**config.mk**
```make
export PLATFORM = sky130hd
export DESIGN_NAME = sample_frame_streamer_flat
export DESIGN_NICKNAME = d
export VERILOG_FILES = /design/src/rtl/sample_frame_streamer_if.sv /design/src/rtl/sample_frame_streamer.sv /design/src/flat_wrapper.sv
export SDC_FILE = /design/constraint.sdc
export NUM_CORES = 1
export LEC_CHECK = 0
export CORE_ASPECT_RATIO = 0.9
export CORE_MARGIN = 2
export CORE_UTILIZATION = 53
export DETAILED_ROUTE_END_ITERATION = 7
export GPL_TIMING_DRIVEN = 0
export HOLD_SLACK_MARGIN = 0.08
export PLACE_DENSITY = 0.82
export SYNTH_ARGS = -nofsm -noshare
export SYNTH_HDL_FRONTEND = slang
export SYNTH_SLANG_ARGS = --single-unit
```
**constraint.sdc**
```tcl
create_clock -name clk -period 3.9 [get_ports clk]
set_clock_uncertainty 0.1 [all_clocks]
set_input_delay 1.17 -clock clk [delete_from_list [all_inputs] [get_ports clk]]
set_output_delay 1.17 -clock clk [all_outputs]
set_load 0.005 [all_outputs]
```
**src/rtl/sample_frame_streamer_if.sv**
```systemverilog
// Load-side and stream-side handshake bundle for sample_frame_streamer.
// The master drives writes, start and ce; the slave is the streamer.
interface sample_frame_streamer_if #(
    parameter int DATA_W = 16
);
    logic                  wr_en;
    logic [2*DATA_W-1:0]   wr_data;
    logic                  wr_ready;
    logic                  full;
    logic                  start;
    logic                  ce;
    logic [2*DATA_W-1:0]   out_data;
    logic                  out_valid;
    logic                  out_last;
    logic                  busy;

    modport master (
        output wr_en, wr_data, start, ce,
        input  wr_ready, full, out_data, out_valid, out_last, busy
    );

    modport slave (
        input  wr_en, wr_data, start, ce,
        output wr_ready, full, out_data, out_valid, out_last, busy
    );
endinterface

```
**src/rtl/sample_frame_streamer.sv**
```systemverilog
// Buffers one frame of packed complex samples and replays it one sample per ce strobe.
// Define STREAMER_BIT_REVERSE_EN to stream the frame in bit-reversed index order.
module sample_frame_streamer #(
    parameter int DATA_W = 16,
    parameter int N_LOG2 = 3
) (
    input  logic                    clk,
    input  logic                    rst,
    sample_frame_streamer_if.slave  bus
);
    localparam int N = 1 << N_LOG2;
    localparam logic [N_LOG2-1:0] LAST_IDX = '1;
    localparam logic [N_LOG2-1:0] ONE_IDX  = N_LOG2'(1);

    typedef enum logic [1:0] {
        ST_LOAD,
        ST_FULL,
        ST_STREAM
    } state_t;

    state_t              state;
    logic [N_LOG2-1:0]   wr_ptr;
    logic [N_LOG2-1:0]   rd_ptr;
    logic [N_LOG2-1:0]   rd_next;
    logic [2*DATA_W-1:0] mem [N];

    function automatic logic [N_LOG2-1:0] addr_of(input logic [N_LOG2-1:0] idx);
        logic [N_LOG2-1:0] r;
        r = '0;
`ifdef STREAMER_BIT_REVERSE_EN
        for (int b = 0; b < N_LOG2; b++) begin
            r[b] = idx[N_LOG2-1-b];
        end
`else
        r = idx;
`endif
        return r;
    endfunction

    assign rd_next = rd_ptr + ONE_IDX;

    // NOTE: the sample array carries no reset; it is only visible behind out_valid,
    // and leaving it out of the reset tree lets it map onto plain storage.
    always_ff @(posedge clk) begin
        if (state == ST_LOAD && bus.wr_en) begin
            mem[wr_ptr] <= bus.wr_data;
        end
    end

    // NOTE: every register here uses non-blocking assignment so all state moves
    // together at the edge regardless of statement order.
    always_ff @(posedge clk or posedge rst) begin
        if (rst) begin
            state         <= ST_LOAD;
            wr_ptr        <= '0;
            rd_ptr        <= '0;
            bus.out_data  <= '0;
            bus.out_valid <= 1'b0;
            bus.out_last  <= 1'b0;
            bus.busy      <= 1'b0;
            bus.full      <= 1'b0;
            bus.wr_ready  <= 1'b1;
        end else begin
            unique case (state)
                ST_LOAD: begin
                    if (bus.wr_en) begin
                        wr_ptr <= wr_ptr + ONE_IDX;
                        if (wr_ptr == LAST_IDX) begin
                            state        <= ST_FULL;
                            bus.wr_ready <= 1'b0;
                            bus.full     <= 1'b1;
                        end
                    end
                end
                ST_FULL: begin
                    if (bus.start) begin
                        state         <= ST_STREAM;
                        rd_ptr        <= '0;
                        bus.out_data  <= mem[addr_of('0)];
                        bus.out_valid <= 1'b1;
                        bus.out_last  <= (N_LOG2 == 0);
                        bus.busy      <= 1'b1;
                        bus.full      <= 1'b0;
                    end
                end
                ST_STREAM: begin
                    if (bus.ce) begin
                        if (rd_ptr == LAST_IDX) begin
                            // Final sample consumed: out_data keeps its last value.
                            state         <= ST_LOAD;
                            rd_ptr        <= '0;
                            bus.out_valid <= 1'b0;
                            bus.out_last  <= 1'b0;
                            bus.busy      <= 1'b0;
                            bus.wr_ready  <= 1'b1;
                        end else begin
                            rd_ptr       <= rd_next;
                            bus.out_data <= mem[addr_of(rd_next)];
                            bus.out_last <= (rd_next == LAST_IDX);
                        end
                    end
                end
                default: begin
                    state <= ST_LOAD;
                end
            endcase
        end
    end
endmodule

```
**src/flat_wrapper.sv**
```systemverilog
// flat-port wrapper written by rule: the top's interface ports become plain ports
module sample_frame_streamer_flat 
#(
    parameter int DATA_W = 16,
    parameter int N_LOG2 = 3
)
  (clk, rst, bus_wr_en, bus_wr_data, bus_start, bus_ce, bus_wr_ready, bus_full, bus_out_data, bus_out_valid, bus_out_last, bus_busy);
  sample_frame_streamer_if #(.DATA_W(DATA_W)) bus_i ();
  input  logic clk;
  input  logic rst;
  input wire logic [$bits(bus_i.wr_en)-1:0] bus_wr_en;
  input wire logic [$bits(bus_i.wr_data)-1:0] bus_wr_data;
  input wire logic [$bits(bus_i.start)-1:0] bus_start;
  input wire logic [$bits(bus_i.ce)-1:0] bus_ce;
  output wire logic [$bits(bus_i.wr_ready)-1:0] bus_wr_ready;
  output wire logic [$bits(bus_i.full)-1:0] bus_full;
  output wire logic [$bits(bus_i.out_data)-1:0] bus_out_data;
  output wire logic [$bits(bus_i.out_valid)-1:0] bus_out_valid;
  output wire logic [$bits(bus_i.out_last)-1:0] bus_out_last;
  output wire logic [$bits(bus_i.busy)-1:0] bus_busy;
  assign bus_i.wr_en = bus_wr_en;
  assign bus_i.wr_data = bus_wr_data;
  assign bus_i.start = bus_start;
  assign bus_i.ce = bus_ce;
  assign bus_wr_ready = bus_i.wr_ready;
  assign bus_full = bus_i.full;
  assign bus_out_data = bus_i.out_data;
  assign bus_out_valid = bus_i.out_valid;
  assign bus_out_last = bus_i.out_last;
  assign bus_busy = bus_i.busy;
  sample_frame_streamer #(.DATA_W(DATA_W), .N_LOG2(N_LOG2)) u_core (.clk(clk), .rst(rst), .bus(bus_i));
endmodule
```
* After elaboration in Yosys (flattened, before gate mapping)
Memories as Yosys holds them, arrays and structs flattened.
Index checks and enable logic that the tools add are counted.
Widths: inputs -> output; s select.
** Operators by class
- Add/subtract/negate cells :: 2
- Eq/ne operators :: 11
- Muxes and demuxes :: 32
- Reductions and logical operators :: 12
** Operators by type and width (count)
- $mux 32 :: 3
- $pmux 32 s2 :: 1
- $mux 1 :: 14
- $reduce_and 4->1 :: 3
- $mux 2 :: 5
- $ne 2x2->1 const B :: 5
- $reduce_and 5->1 :: 2
- $eq 3x3->1 const B :: 3
- $mux 3 :: 3
- $pmux 1 s2 :: 4
- $add 3x1->3 const B :: 2
- $pmux 2 s3 :: 1
- $pmux 3 s2 :: 1
- $reduce_bool 2->1 :: 3
- $reduce_and 3->1 :: 1
- $eq 2x1->1 const B :: 1
- $eq 2x2->1 const B :: 1
- $logic_not 2->1 :: 1
- $ne 2x1->1 const B :: 1
- $reduce_and 2->1 :: 1
- $logic_and 1x1->1 :: 1
** Word-level totals
- Bits in registers :: 44
- Memory bits (writable) :: 256
- Bits of input ports :: 37
- Output and inout bits :: 37
- Logic and storage cells :: 66
- Memories :: 1
** Memory list
- u_core.mem :: depth 8, bits a word 32, rd ports 2, clocked after Yosys merged registers in 0, wr ports 1, line sample_frame_streamer.sv:25 : logic [2*DATA_W-1:0] mem [N];

* Depth between registers and ports, before layout
- Depth after elaboration :: 5
- Gate-level depth with buffers :: 11

* Worst setup path after synthesis
No wires, ideal clock.
- Path kind :: input -> register
- Start point :: input port bus_wr_en
- End point :: memory u_core.mem[0][0] (netlist bit), enable pin
- Setup time :: 0.461 ns
- Arrival time :: 3.843 ns
- Required time :: 3.339 ns
- Slack :: -0.504 ns
- Cell stages on the path :: 4
- Path through :: and3_1 -> clkbuf_1 -> nand2b_1 -> nor3_1
** On the way
- Longest elaborated chain between the ends :: 3
** Ends and longest elaborated chain
- from (decl) :: line flat_wrapper.sv:11 : input wire logic [$bits(bus_i.wr_en)-1:0] bus_wr_en;
- $logic_and 1x1->1 :: line sample_frame_streamer.sv:45 : if (state == ST_LOAD && bus.wr_en) begin
- $mux 1 :: line sample_frame_streamer.sv:45
- $mux 1 (not written as such) :: line sample_frame_streamer.sv:46 : mem[wr_ptr] <= bus.wr_data;
- to (decl) :: line sample_frame_streamer.sv:25
Every way passes these cells.

* Worst setup path in the final report
- Start point :: register u_core.rd_ptr[0]
- End point :: register u_core.bus.out_data[21]
** On the way
- Longest elaborated chain between the ends :: 5
- Elaborated cells on any way between the ends :: 8
- Those cells by class :: add/sub (1); eq/ne (2); mux (3); reduce/logical (1); memory (1)
** Ends and longest elaborated chain
- from (decl) :: line sample_frame_streamer.sv:23 : logic [N_LOG2-1:0] rd_ptr;
- from (signal assigned) :: line sample_frame_streamer.sv:97 : rd_ptr <= rd_next;
- $add 3x1->3 :: line sample_frame_streamer.sv:40 : assign rd_next = rd_ptr + ONE_IDX;
- $mem_v2 8x32
- $mux 32 :: line sample_frame_streamer.sv:88 : if (rd_ptr == LAST_IDX) begin
- $mux 32 :: line sample_frame_streamer.sv:87 : if (bus.ce) begin
- $pmux 32 s2 :: line sample_frame_streamer.sv:64 : unique case (state)
- to (signal assigned) :: line sample_frame_streamer.sv:79 : bus.out_data <= mem[addr_of('0)];
- to (signal assigned) :: line sample_frame_streamer.sv:98 : bus.out_data <= mem[addr_of(rd_next)];
- to (decl) :: line sample_frame_streamer_if.sv:24 : output wr_ready, full, out_data, out_valid, out_last, busy
Parallel ways exist; a longest one is shown, timed or not. The select of a mux whose other input is x is not followed.
A chain may end at the register's enable or synchronous reset.

==> results.json <==
{
  "crit_arrival_ps": 3870,
  "cap_violations": 0,
  "clk-insertion-delay-late_ps": 530,
  "holdWs_ps": 427,
  "ys_types": 36,
  "clockBufferDepth": 3,
  "cts.htree.levels": 1,
  "path_class": "register to register",
  "worstPathRequired_ps": 4190,
  "hold_path.class": "register to register",
  "grt_pass1_vias": 6822,
  "worst_pin_slew_ps": 790,
  "dp_hpwl_mm": 16.1,
  "crit_chain": "buf_4, clkbuf_1, inv_1, ha_1, buf_2, buf_2, buf_2, mux2i_1, o22ai_1, a221oi_1, a21oi_1",
  "fill_cells": 1404,
  "numPortBuffers": 73,
  "pwr-share-comb_pct": 34.4,
  "grt_pass1_wl_mm": 39.0,
  "post_cts_buffers": 0,
  "grt_max_degree": 27,
  "place_ws_ps": 188,
  "numCtsBuffers": 29,
  "p_per_area_nw_per_um2": 791,
  "place_area_um2": 13000,
  "critPathBufInv": 6,
  "yosys_most_used_dff": "edfxtp_1",
  "crit-reg2reg-launch": "u_core.rd_ptr[0]$_DFFE_PP0P_",
  "setup_tns_ps": 0,
  "synth_top_area_share_pct": 66.6,
  "synthTopCellsByArea": "edfxtp_1, dfrtp_1, mux2i_1, mux4_2, o21ai_0",
  "ctsHoldBuffers": 0,
  "slowest_delay_ps": 430,
  "start_kind": "register",
  "endpoint_kind": "register",
  "run_status": "complete, no violations",
  "area_growth_pct": 21.3,
  "drive_above_1_share_pct": 12.7,
  "ir_drop_uv": 396,
  "synthesis.nets": 723,
  "rsz0062_at_grt": "false",
  "r2r_setup_slack_ps": 320,
  "slew_viol_final": 0,
  "grt_overflow": 0,
  "dieArea_um2": 23000,
  "antenna_found_initial": 2,
  "ios": 74,
  "die_h_um": 144,
  "multiInputGateArea_um2": 2600,
  "whs_endpoint": "u_core.bus.out_data[8]$_DFFE_PP0P_",
  "drt_iter0_markers": 706,
  "clockPowerShare_pct": 26.3,
  "row_count": 51,
  "final_util_pct": 65.1,
  "r2r_end": "u_core.bus.out_data[21]$_DFFE_PP0P_",
  "slew_headroom_pct": 47.2,
  "synthCells": 681,
  "fin_crit_sh_pct": 91.9,
  "synth_edf_count": 256,
  "critPathTopFamily": "buffers and inverters",
  "reg2regPathDepth": 11,
  "syn_area_um2": 11500,
  "power.switching_w": 0.00357,
  "finish.instance_area_um2": 14000,
  "p_seq_share_pct": 39.3,
  "yosys.area.top_type": "edfxtp_1",
  "dr.pass1.iters": 5,
  "vias_per_cell": 6.09,
  "syn_area_per_cell_um2": 16.9,
  "cts_sinks": 300,
  "synthArstFlopShare_pct": 14.7,
  "clock-root-buffer": "clkbuf_16",
  "synth.ff_latch_count": 300,
  "hold_violations": 0,
  "cts_tree": "built",
  "ant_nets": 0,
  "min_period_ps": 3580,
  "ys_warn_count": 0,
  "drc": 0,
  "vias": 6758,
  "cp_slowest_cell": "buf_2",
  "swShare_pct": 32.3,
  "cp_common_cell": "buf_2",
  "routed_wl_mm": 26.1,
  "register_area_um2": 8790,
  "cellLeakagePower_nw": 4.87,
  "path_max_fanout": 10,
  "p_int_w": 0.00749,
  "setup_violations": 0,
  "worst_slack_ps": 317,
  "hold_depth": 2,
  "max_freq_mhz": 279,
  "yosysSeqAreaShare_pct": 76.2,
  "wl_per_cell_um": 23.5,
  "ctsResizeCount": 0,
  "die-width_um": 160,
  "cts.reportedPaths.clkPinSlew_ps": 60,
  "gp_congestion": 0.747,
  "nets": 838,
  "start_util_pct": 53.7,
  "track_usage_pct": 22.7,
  "worstHoldStart": "u_core.bus.out_data[8]$_DFFE_PP0P_",
  "fp.coreArea_um2": 21500
}
## state kept, by name (all words and copies together), names as in the netlist
register / cells
u_core.bus.wr_ready: 1
u_core.rd_ptr: 3
u_core.mem: 256
u_core.bus.out_data: 32
u_core.wr_ptr: 3
u_core.state: 2
u_core.bus.full: 1
u_core.bus.out_last: 1
u_core.bus.busy: 1
## power groups by stage
stage	Clock (W)	Combinational (W)	Sequential (W)
final	0.00291	0.00381	0.00435
after global routing	0.00306	0.00406	0.00439
after CTS	0.00293	0.00380	0.00435
after detailed placement	0	0.00374	0.00440
after global placement	0	0.00345	0.00441
after floorplan	0	0.00228	0.00436
## worst max path at each step
stage,to,from,slack [ps],cells after the start
2_1_floorplan,u_core.mem[6][0]$_DFFE_PP_,bus_wr_en,350,4
3_3_place_gp,u_core.mem[7][25]$_DFFE_PP_,bus_wr_en,-1610,5
6_report,u_core.bus.out_data[21]$_DFFE_PP0P_,u_core.rd_ptr[0]$_DFFE_PP0P_,320,11
3_5_place_dp,u_core.mem[0][9]$_DFFE_PP_,bus_wr_en,190,6
5_1_grt,u_core.bus.out_data[14]$_DFFE_PP0P_,u_core.rd_ptr[0]$_DFFE_PP0P_,170,11
4_1_cts,u_core.bus.out_data[14]$_DFFE_PP0P_,u_core.rd_ptr[0]$_DFFE_PP0P_,330,11
## kinds of logic after synthesis
logic type               after synthesis  synth area share (%)
flip-flops                           300                  76.2
AO/OA/AOI/OAI                        130                  7.16
AND/OR/NAND/NOR                       99                  4.22
multiplexers                          98                  9.93
buffers and inverters                 48                  1.90
adder cells (fa/ha/maj)                5                 0.542
XOR/XNOR                               1                0.0759
## placed cells by master (no fill, tap or decap), types with 6 or more instances in the layout
cell type,instances
edfxtp_1,256
mux2i_1,83
clkdlybuf4s50_1,73
dfrtp_1,43
o21ai_0,37
nor2_1,36
clkbuf_16,29
clkbuf_1,25
a21oi_1,25
nand2_1,24
nand3b_1,19
o22ai_1,18
a221oi_1,18
buf_2,16
a31oi_1,14
mux4_2,13
o22a_1,13
buf_16,9
clkinv_2,7
nor2_4,6
## cells in the mapped netlist, types with 2 or more instances
cell type / count
nand2_1: 24
mux2i_1: 83
nor3_1: 2
nor2_1: 42
buf_4: 3
a31oi_1: 14
buf_2: 16
nand2b_1: 5
nand4bb_1: 2
a221oi_1: 18
clkbuf_1: 21
edfxtp_1: 256
ha_1: 5
o22a_1: 13
a21oi_1: 25
mux2_2: 2
inv_1: 6
o21ai_0: 37
o22ai_1: 18
mux4_2: 13
dfrtp_1: 43
nand3b_1: 19
## tightest hold or removal path, delay by kind of cell, from the launching register on
| family | cells | cell delay, ps |
|---|---|---|
| compound gates | 1 | 100 |
| flops | 1 | 340 |
| simple gates | 1 | 50 |
## through the flow
stage               instances  power [W]
floorplan                 681    0.00664
global placement         1045    0.00786
detailed placement       1056    0.00815
CTS                      1109     0.0111
global route             1109     0.0115
finish                   1110     0.0111
## layout make-up
cell class | instances | area share [%]
Sequential cell | 300 | 62.8
Clock buffer | 36 | 5.59
Antenna cell | 1 | 0.0179
Clock inverter | 17 | 1.59
Timing Repair Buffer | 84 | 7.24
Multi-Input combinational cell | 333 | 18.6
Tap cell | 291 | 2.60
Buffer | 42 | 1.40
Inverter | 6 | 0.161
## routing by layer
| metal | routed length, um | vias to the layer above | global-route usage (%) |
|---|---|---|---|
| met5 | 12 | - | 0 |
| met4 | 718 | 2 | 8.71 |
| met3 | 2420 | 70 | 3.96 |
| met2 | 12800 | 385 | 38.5 |
| met1 | 10100 | 3398 | 29.8 |
| li1 | - | 2903 | - |
Power figures use the tool's default switching activity.
